**src/rtl/kf_au_pkg.sv**
```systemverilog
// Shared definitions for the Kalman-filter arithmetic unit: FSM encoding,
// sequencer control codes and the default fixed-point format.
package kf_au_pkg;

  localparam logic [1:0] IDLE = 2'd0;
  localparam logic [1:0] CALC = 2'd1;
  localparam logic [1:0] FIN  = 2'd2;

  // Sequencer ctl_c codes; a divide is issued while ctl_c == WAIT.
  localparam logic [1:0] INC  = 2'b00;
  localparam logic [1:0] WAIT = 2'b01;
  localparam logic [1:0] HALT = 2'b10;

  localparam int unsigned DEF_W    = 16;
  localparam int unsigned DEF_FRAC = 8;

  typedef enum logic [1:0] {
    StIdle = IDLE,
    StCalc = CALC,
    StFin  = FIN
  } div_state_e;

endpackage

```
**src/rtl/au_divider.sv**
```systemverilog
// Multi-cycle signed Q(W-FRAC).FRAC restoring divider with saturation,
// divide-by-zero detection and a one-cycle done / register write strobe.
module au_divider #(
  parameter int unsigned W    = kf_au_pkg::DEF_W,
  parameter int unsigned FRAC = kf_au_pkg::DEF_FRAC
) (
  input  logic         clk,
  input  logic         rst,
  input  logic         issue,
  input  logic [4:0]   dst_addr,
  input  logic [W-1:0] dividend,
  input  logic [W-1:0] divisor,
  output logic         busy,
  output logic         done,
  output logic         wr_en,
  output logic [4:0]   wr_addr,
  output logic [W-1:0] quotient,
  output logic         ovf,
  output logic         div0
);
  import kf_au_pkg::*;

  localparam int unsigned     ITER     = W + FRAC;
  localparam int unsigned     CW       = $clog2(ITER);
  localparam logic [CW-1:0]   LastIter = CW'(ITER - 1);
  localparam logic [W-1:0]    MaxPos   = {1'b0, {(W-1){1'b1}}};
  localparam logic [W-1:0]    MaxNeg   = {1'b1, {(W-1){1'b0}}};
  localparam logic [ITER-1:0] PosLim   = ITER'(MaxPos);
  localparam logic [ITER-1:0] NegLim   = ITER'(MaxNeg);

  div_state_e      state_q, state_d;
  logic [CW-1:0]   cnt_q, cnt_d;
  logic [ITER-1:0] num_q, num_d;  // numerator shifts out MSB-first, quotient bits shift in
  logic [W:0]      rem_q, rem_d;
  logic [W:0]      den_q, den_d;
  logic            neg_q, neg_d;
  logic [4:0]      addr_q, addr_d;
  logic [W-1:0]    quot_q, quot_d;
  logic            ovf_q, ovf_d;
  logic            div0_q, div0_d;

  logic [W:0]      a_ext, b_ext, a_abs, b_abs;
  logic [W+1:0]    r_shift, r_sub;
  logic            fits;
  logic [ITER-1:0] q_next;

  always_comb begin
    a_ext   = {dividend[W-1], dividend};
    b_ext   = {divisor[W-1], divisor};
    a_abs   = dividend[W-1] ? (~a_ext + (W+1)'(1)) : a_ext;
    b_abs   = divisor[W-1]  ? (~b_ext + (W+1)'(1)) : b_ext;
    r_shift = {rem_q, num_q[ITER-1]};
    r_sub   = r_shift - {1'b0, den_q};
    fits    = (r_shift >= {1'b0, den_q});
    q_next  = {num_q[ITER-2:0], fits};
  end

  always_comb begin
    state_d = state_q;
    cnt_d   = cnt_q;
    num_d   = num_q;
    rem_d   = rem_q;
    den_d   = den_q;
    neg_d   = neg_q;
    addr_d  = addr_q;
    quot_d  = quot_q;
    ovf_d   = ovf_q;
    div0_d  = div0_q;
    unique case (state_q)
      StIdle: begin
        if (issue) begin
          addr_d = dst_addr;
          den_d  = b_abs;
          neg_d  = dividend[W-1] ^ divisor[W-1];
          num_d  = ITER'({a_abs, {FRAC{1'b0}}});
          rem_d  = '0;
          cnt_d  = '0;
          ovf_d  = 1'b0;
          div0_d = 1'b0;
          if (b_abs == '0) begin
            div0_d  = 1'b1;
            quot_d  = dividend[W-1] ? MaxNeg : MaxPos;
            state_d = StFin;
          end else begin
            state_d = StCalc;
          end
        end
      end
      StCalc: begin
        num_d = q_next;
        rem_d = fits ? (W+1)'(r_sub) : (W+1)'(r_shift);
        cnt_d = cnt_q + CW'(1);
        if (cnt_q == LastIter) begin
          state_d = StFin;
          // Negative results may reach 2^(W-1) exactly without saturating.
          if (neg_q) begin
            ovf_d  = (q_next > NegLim);
            quot_d = (q_next > NegLim) ? MaxNeg : (~q_next[W-1:0] + W'(1));
          end else begin
            ovf_d  = (q_next > PosLim);
            quot_d = (q_next > PosLim) ? MaxPos : q_next[W-1:0];
          end
        end
      end
      StFin:   state_d = StIdle;
      default: state_d = StIdle;
    endcase
  end

  always_ff @(posedge clk) begin
    if (rst) begin
      state_q <= StIdle;
      cnt_q   <= '0;
      num_q   <= '0;
      rem_q   <= '0;
      den_q   <= '0;
      neg_q   <= 1'b0;
      addr_q  <= '0;
      quot_q  <= '0;
      ovf_q   <= 1'b0;
      div0_q  <= 1'b0;
    end else begin
      state_q <= state_d;
      cnt_q   <= cnt_d;
      num_q   <= num_d;
      rem_q   <= rem_d;
      den_q   <= den_d;
      neg_q   <= neg_d;
      addr_q  <= addr_d;
      quot_q  <= quot_d;
      ovf_q   <= ovf_d;
      div0_q  <= div0_d;
    end
  end

  assign busy     = (state_q != StIdle);
  assign done     = (state_q == StFin);
  assign wr_en    = done;
  assign wr_addr  = addr_q;
  assign quotient = quot_q;
  assign ovf      = ovf_q;
  assign div0     = div0_q;

endmodule

```
**config.mk**
```make
export PLATFORM = sky130hd
export DESIGN_NAME = au_divider
export DESIGN_NICKNAME = d
export VERILOG_FILES = /design/src/rtl/kf_au_pkg.sv /design/src/rtl/au_divider.sv
export SDC_FILE = /design/constraint.sdc
export NUM_CORES = 1
export LEC_CHECK = 0
export BUFFER_PORTS_ARGS = -buffer_cell sky130_fd_sc_hd__buf_2
export CAP_MARGIN = 10
export CORE_MARGIN = 3
export CORE_UTILIZATION = 45
export DETAILED_ROUTE_END_ITERATION = 6
export PLACE_DENSITY = 0.72
export RECOVER_POWER = 50
export SLEW_MARGIN = 20
export SYNTH_ARGS = -nofsm -noshare
export SYNTH_HDL_FRONTEND = slang
export SYNTH_SLANG_ARGS = --single-unit
export TNS_END_PERCENT = 100
```
**constraint.sdc**
```tcl
create_clock -name clk -period 11.7 [get_ports clk]
set_input_delay 1.755 -clock clk [delete_from_list [all_inputs] [get_ports clk]]
set_output_delay 1.755 -clock clk [all_outputs]
set_load 0.02 [all_outputs]
```
* Yosys cells after proc, flatten, opt, wreduce, memory -nomap -nowiden *
Index checks and enable logic that the tools add are counted.

word-level totals
  flip-flop bits (word level) = 89
  latch bits = 0
  RAM bits = 0
  memory bits (read-only) = 0
  bits of input ports = 40
  output and inout port bits = 26
  logic and storage cells = 63
  memories kept = 0

operators by class
  add/subtract/negate cells = 5
  multiply operators = 0
  divide/modulo/power cells = 0
  $lt $le $gt $ge = 3
  equal/unequal tests = 6
  shift operators = 0
  muxes and demuxes = 26
  bitwise gates (word level) = 4
  reductions and logical operators = 9

operators with widths
  kind                   count
  $mux 16                8
  $mux 17                3
  $pmux 24 s2            1
  $pmux 17 s2            1
  $add 16x1->16 const B  2
  $not 16->16            2
  $pmux 16 s2            1
  $gt 24x15->1 const B   1
  $gt 24x16->1 const B   1
  $mux 24                1
  $ge 18x17->1           1
  $add 17x1->17 const B  1
  $logic_not 17->1       1
  $not 17->17            1
  $sub 17x17->17         1
  $pmux 5 s2             1
  $mux 2                 3
  $ne 2x2->1 const B     3
  $reduce_and 2->1       3
  $add 5x1->5 const B    1
  $eq 5x5->1 const B     1
  $mux 5                 1
  $mux 1                 4
  $pmux 2 s2             1
  8 further kinds        9

* Depth between registers and ports, before layout *
Gate-level depths: netlist (run 1).

  depth in word-level cells = 7
  depth in mapped cells = 20
  gate-level depth less buffers = 18

* Worst setup path before layout (run 1) *
OpenSTA, ideal clock, no wires.

  path type = in2reg
  start point = in divisor[0]
  end point = reg quot_q[10] (netlist: quotient[10])
  library setup time = 0.117 ns
  arrival time = 3.870 ns
  required time = 11.583 ns
  setup slack = 7.713 ns
  stages = 12
  path buffers = 1
  cell sequence = inv_1 > ha_1 > nand2b_1 > or3_1 > o31ai_2 > xnor2_1 > nor4b_1 > nor3b_2 > a21boi_2 > nor2b_4 > buf_6 > a22o_1

on the way
  word-level cells in the longest chain between the ends = 6

RTL lines
  what                          RTL line           source
  start: declaration            au_divider.sv:12   input logic [W-1:0] divisor,
  $not 17->17                   au_divider.sv:51   b_abs = divisor[W-1] ? (~b_ext + (W+1)'(1)) : b_ext;
  $add 17x1->17                 au_divider.sv:51
  $mux 17 *                     au_divider.sv:51
  $logic_not 17->1 *            au_divider.sv:80   if (b_abs == '0) begin
  $ne 2x2->1 (no line) *        --
  $reduce_and 4->1 (no line) *  --
  end signal: assignment        au_divider.sv:130  quot_q <= quot_d;
  end: declaration              au_divider.sv:38   logic [W-1:0] quot_q, quot_d;

Mark *: on every way between the ends. The rest lies on a longest branch, timed or not.
A chain may end at the register's enable or synchronous reset.

==> impl_metrics.ini, run 1 <==
[outcome]
status = complete, but fails checks
violated_checks = max-capacitance violations, max-slew violations

[sta]
layout_worst_path_cycle_share_pct = 44.2
slew_headroom_pct = -131
report.final.hold_viol_count = 0
final_period_minus_worst_setup_slack_ns = 5.17
tns_ns = 0
setup_viol = 0
clock.fmax_mhz = 193
max_slew.worst_pin.slew_ns = 3.46
grt_setup_unrepaired = false
timing.final.max_slew_violations = 77
clock_skew_ns = 0.00964
worst_slack_setup_final_ns = 6.53

[clock_network]
clk_pin_slew_ns = 0.07
ctsRootBufferMaster = sky130_fd_sc_hd__clkbuf_16
cts_resized = 0
cts.sinks = 89
clock_insertion_delay_worst_skew_ns = 0.34
ctsLongestPathBuffers = 2
cts_htree_levels = 3
number_of_buffers_inserted_during_clock_tree_synthesis = 9
cts_hold_buf = 0
post_cts_buffers = 0
cts_tree = built

[floorplan]
die_width_um = 118
fp-row-count = 40
core_region_area_sq_um = 12200
initial_core_utilization_pct = 46.6
dieHeight_um = 118
num_io_pins = 66
floorplan.die_area_sq_um = 14000

[critical_path]
endpoint_kind = flop
path_max_fanout = 76
critical-path-max-stage-delay_ns = 2.42
startpoint_class_of_the_critical_path = input pin
worst-endpoint-arrival_ns = 5.41
timing_worst_setup_path_type = input pin to flop
reg2reg_slack_ns = 7.07
worst_path_max_delay_cell = sky130_fd_sc_hd__clkbuf_1
critPathBufInv = 2
cp_data_required_time_ns = 11.94
critical_path_cell_by_cell = buf_2, clkbuf_1, nor2_1, a32o_1, a31o_2
timing.critical_path.max_delay_family = buffers and inverters

[place]
dp_cells = 926
pre_cts_ws_ns = 6.97
buffer_ports.inserted = 65
gp_congestion = 0.908
detailedPlacementHpwl_um = 10100

[global_route]
grt_util_all_layers_pct = 19.7
global_routing_usage_on_met1_pct = 26.5
grt_use_met3_pct = 3.68
largest_net_degree_at_the_start_of_global_routing = 77
first_global_vias = 4929
grt_pass1_wl_um = 23300
global_route.overflow_total = 0
initial_antenna_violation_count = 0
grt_max_usage_layer = met2
grt_util_met2_pct = 32.1

[flow_run]
max_cap_viol_count = 1

[routing]
route.detailed.drc = 0
drt_first_pass_iters = 5
routedWlPerCell_um = 15.0
route.vias.total = 5468
drt-total-wl_um = 14200
route.detailed.vias_per_inst = 5.80
drtIter0Drc = 379
ant_nets = 0

[synth]
synth.top_cell.area_share_pct = 31.4
synth.largest_area_cell = sky130_fd_sc_hd__dfxtp_1
postSynthCellCount = 735
synth_seq_cells = 89
synth-seq-area-share_pct = 31.4
synthesis.area_per_instance_sq_um = 7.71
syn_nets = 797
synth-async-reset-ratio_pct = 0
synth-edff-count = 0
synth-warning-count = 0
synth_area_leaders = sky130_fd_sc_hd__dfxtp_1, sky130_fd_sc_hd__nand2_1, sky130_fd_sc_hd__a21oi_1
post_synthesis_instance_area_sq_um = 5670
synth.distinct_cells = 68
ys_dominant_reg_cell = sky130_fd_sc_hd__dfxtp_1

[layout]
most_frequent_cells_in_the_layout = sky130_fd_sc_hd__nand2_1, sky130_fd_sc_hd__dfxtp_1, sky130_fd_sc_hd__nor2_1, sky130_fd_sc_hd__a21oi_1, sky130_fd_sc_hd__buf_2
diodes = 0
layout.cells.non_filler = 942
most_common_library_cell_in_the_layout_ignoring_fill_and_taps = sky130_fd_sc_hd__nand2_1
area.growth.synth_to_final_pct = 10.8
fraction_of_layout_instances_using_a_drive_strength_above_1_pct = 10.7
layout.nets = 831

[power_and_ir_drop]
leakagePower_uw = 0.00243
cellPowerDensity_nw_per_um2 = 152
vdd.ir_drop.worst_mv = 0.0919
finalPower_uw = 956

[worst_hold_path]
hold_class = flop to flop
-- worst min-delay path, cell delays in order (launching register included) --
cell and delay (ns):
sky130_fd_sc_hd__dfxtp_1 0.30, sky130_fd_sc_hd__inv_1 0.07, sky130_fd_sc_hd__nor3_1 0.05
-- layer usage --
| metal | share of wire, % | vias up |
|---|---|---|
| met5 | 0 | - |
| met2 | 47 | 176 |
| met1 | 46 | 2558 |
| met3 | 5.7 | 15 |
| met4 | 1.2 | 0 |
| li1 | - | 2719 |
-- layout make-up --
cell class                      count  area, sq um
Sequential cell                    89         1780
Inverter                           29          109
Timing Repair Buffer               72          342
Multi-Input combinational cell    568         3560
Fill cell                        1185         5880
Tap cell                          168          210
Clock buffer                       10          239
Clock inverter                      6         42.5
-- synthesized netlist by cell type, types with 8 or more instances --
cell	instances
sky130_fd_sc_hd__a211oi_1	21
sky130_fd_sc_hd__a21o_1	11
sky130_fd_sc_hd__a21oi_1	69
sky130_fd_sc_hd__a22o_1	14
sky130_fd_sc_hd__a22oi_1	12
sky130_fd_sc_hd__a31oi_1	11
sky130_fd_sc_hd__buf_1	8
sky130_fd_sc_hd__clkbuf_1	33
sky130_fd_sc_hd__dfxtp_1	89
sky130_fd_sc_hd__ha_1	21
sky130_fd_sc_hd__inv_1	28
sky130_fd_sc_hd__nand2_1	96
sky130_fd_sc_hd__nand3_1	27
sky130_fd_sc_hd__nor2_1	69
sky130_fd_sc_hd__nor3_1	23
sky130_fd_sc_hd__nor4_1	9
sky130_fd_sc_hd__o211ai_1	9
sky130_fd_sc_hd__o21ai_0	26
sky130_fd_sc_hd__or3_1	8
sky130_fd_sc_hd__xnor2_1	22
sky130_fd_sc_hd__xor2_1	21
-- sequential cells by signal (all words and copies together) (netlist names) --
signal and flops:
div0 1, den_q 17, state_q 2, num_q 24
quotient 16, rem_q 17, neg_q 1, ovf 1
wr_addr 5, cnt_q 5
-- cells by family after synthesis --
| kind of cell | synth area share (%) |
|---|---|
| simple gates | 23.6 |
| compound gates | 26.1 |
| flops | 31.4 |
| buf+inv | 5.94 |
| xor+xnor | 6.64 |
| fa+ha+maj | 4.99 |
| mux | 1.30 |
-- path summary, 6_finish.rpt --
kind,to,start,depth (start not counted)
worst min-delay path,den_q[16],den_q[16],2
worst max register to register,quotient[13],num_q[23],19
worst min register to register,den_q[16],den_q[16],2
worst max-delay path,rem_q[9],rst,5
-- where the power goes --
part / leakage [uW] / switching [uW] / total [uW] / internal [uW]
Sequential: 0.000725 / 17.4 / 340 / 322
Combinational: 0.00157 / 215 / 346 / 131
Clock: 0.000135 / 121 / 270 / 150
-- stage by stage --
step                      instance area, sq um  hold WS (ns)  util [%]
final                                     6280         0.458      51.7
after CTS                                 6320         0.461      52.0
after floorplan                           5670         0.428         -
after detailed placement                  6040         0.450      49.6
after global routing                      6280         0.474      51.7
after global placement                    6040         0.441      49.6
Note: power is estimated with default switching activity, not from simulation.
==> inputs of run 2 (changes only) <==
- PLACE_DENSITY: 0.72 -> 0.75
- clock period: 11.7 -> 4.7 ns (I/O delays scaled with it)
==> run 2 against run 1 <==
The run still ends with max-capacitance violations, max-slew violations left; setup slack lost 6.0 ns; critical endpoint is now quotient[10]; combinational power increased by 150%; clock skew down 0.0030 ns; critical path depth is 13 higher; first-iteration DRC count down 7.9%; non-clock buffer count shrank 1.
==> impl_metrics.ini, run 2 (synthesized netlist as in run 1, its figures left out) <==
[outcome]
status = complete, but fails checks
violated_checks = max-capacitance violations, max-slew violations

[floorplan]
die_width_um = 118
floorplan.die_area_sq_um = 14000
initial_core_utilization_pct = 46.6
dieHeight_um = 118
fp-row-count = 40
num_io_pins = 66
core_region_area_sq_um = 12200

[layout]
largest_reg_flops = 24
layout.nets = 830
area.growth.synth_to_final_pct = 11.5
most_common_library_cell_in_the_layout_ignoring_fill_and_taps = sky130_fd_sc_hd__nand2_1
largest-register = num_q
most_frequent_cells_in_the_layout = sky130_fd_sc_hd__nand2_1, sky130_fd_sc_hd__dfxtp_1, sky130_fd_sc_hd__nor2_1, sky130_fd_sc_hd__a21oi_1, sky130_fd_sc_hd__buf_2
leading_registers_by_flop_count = num_q (24), den_q (17), rem_q (17)
postLayoutCellArea_sq_um = 6320
diodes = 0
fraction_of_layout_instances_using_a_drive_strength_above_1_pct = 10.3

[sta]
max_slew.worst_pin.slew_ns = 2.23
setup_viol = 0
timing.final.max_slew_violations = 97
clock_skew_ns = 0.00660
slew_headroom_pct = -48.6
final.hold.worst_slack_ns = 0.448
final_period_minus_worst_setup_slack_ns = 4.17
layout_worst_path_cycle_share_pct = 88.7
grt_setup_unrepaired = false
clock.fmax_mhz = 240
report.final.hold_viol_count = 0
tns_ns = 0

[global_route]
grt_pass1_wl_um = 22600
grt_util_all_layers_pct = 18.9
global_route.overflow_total = 0
initial_antenna_violation_count = 0
first_global_vias = 4808
largest_net_degree_at_the_start_of_global_routing = 49

[critical_path]
startpoint_class_of_the_critical_path = flop
reg2reg_slack_ns = 0.53
worst_path_max_delay_cell = sky130_fd_sc_hd__o21ai_0
critical-path-max-stage-delay_ns = 0.51
path_max_fanout = 18
endpoint_kind = flop
critical_path_cell_by_cell = inv_1, ha_1, fa_1, inv_1, a21oi_1, o21ai_0, o21ai_0, a21oi_2, clkinvlp_4, ha_1, nand3_1, or3_4, o31ai_4, nand2_4, nor3_1, o21ai_0, o311ai_0, a22o_1
worst_r2r_path_depth = 18
worst-endpoint-arrival_ns = 4.40
cp_data_required_time_ns = 4.93
timing_worst_setup_path_type = flop to flop
critical-path-top-cell-by-count = sky130_fd_sc_hd__o21ai_0

[routing]
drtIter0Drc = 349
ant_nets = 0
routedWlPerCell_um = 14.3
drt-total-wl_um = 13400
wl_met3_um = 649
top_layer = met4
drt_first_pass_iters = 5
route.detailed.drc = 0
route.met2.wl_um = 6040
route.vias.total = 5365
met1_length_um = 6600
route.detailed.vias_per_inst = 5.70

[clock_network]
cts_htree_levels = 3
cts_tree = built
clock_insertion_delay_worst_skew_ns = 0.34
ctsLongestPathBuffers = 2
clk_pin_slew_ns = 0.06
number_of_buffers_inserted_during_clock_tree_synthesis = 9
ctsRootBufferMaster = sky130_fd_sc_hd__clkbuf_16
cts.sinks = 89

[flow_run]
max_cap_viol_count = 2

[power_and_ir_drop]
vdd.ir_drop.worst_mv = 0.312
leakagePower_uw = 0.00244
cellPowerDensity_nw_per_um2 = 393

[place]
detailedPlacementHpwl_um = 9550
gp_congestion = 0.894
buffer_ports.inserted = 65
post_dp_cell_area_sq_um = 6030

[worst_hold_path]
hold_class = flop to flop
whs_path_depth = 2
-- run 2: changes by cell type in the layout (fill, tap and decap cells not counted), sizes merged --
cell | previous run | this run
bufinv | 0 | 2
clkinvlp | 2 | 3
clkbuf | 37 | 41
clkinv | 4 | 1
inv | 29 | 27
buf | 45 | 42
-- run 2: path summary, 6_finish.rpt --
| path | startpoint | end |
|---|---|---|
| min | den_q[15] | den_q[15] |
| max | num_q[23] | quotient[10] |
| min reg2reg | den_q[15] | den_q[15] |
| max reg2reg | num_q[23] | quotient[10] |
-- run 2: worst max-delay path, delay by kind of cell (launching register included) --
kind,cells,cell delay (ns)
AND/OR/NAND/NOR,4,0.68
flip-flops,1,0.34
AO/OA/AOI/OAI,8,1.70
buffers and inverters,3,0.40
adder cells (fa/ha/maj),3,0.93
-- run 2: cell type report --
class	instances	area, sq um
clock buffers	12	256
clock inverters	4	75.1
fillers	1193	5840
inverters	29	113
multi-input cells	568	3560
flip-flops and latches	89	1780
well taps	168	210
repair buffers	71	329
-- run 2: per-stage QoR --
step / std cells / worst slack [ns] / power (uW) / utilization (%)
6_report: 941 / 0.532 / 2490 / 52.0
5_1_grt: 941 / 0.0937 / 2640 / 52.0
4_1_cts: 941 / 0.486 / 2480 / 52.3
3_5_place_dp: 925 / 0.518 / 1690 / 49.6
3_3_place_gp: 925 / 0.664 / 1690 / 49.6
2_1_floorplan: 735 / 0.794 / 1520 / -
-- run 2: power by group --
part | internal, uW | total, uW | switching (uW)
registers | 802 | 846 | 44.5
logic | 325 | 852 | 527
clock network | 495 | 787 | 292
total | 1620 | 2490 | 863
-- run 2: timing repair --
item,in CTS,in global routing
setup endpoints to repair,0,1
buffers inserted,0,0
gates resized for setup,0,1
hold buffers,0,0
-- run 2: metal layers --
layer | vias to the layer above | track usage [%]
met4 | 0 | 4.54
li1 | 2725 | -
met1 | 2496 | 26.4
met5 | - | 0
met3 | 14 | 3.54
met2 | 130 | 30.0
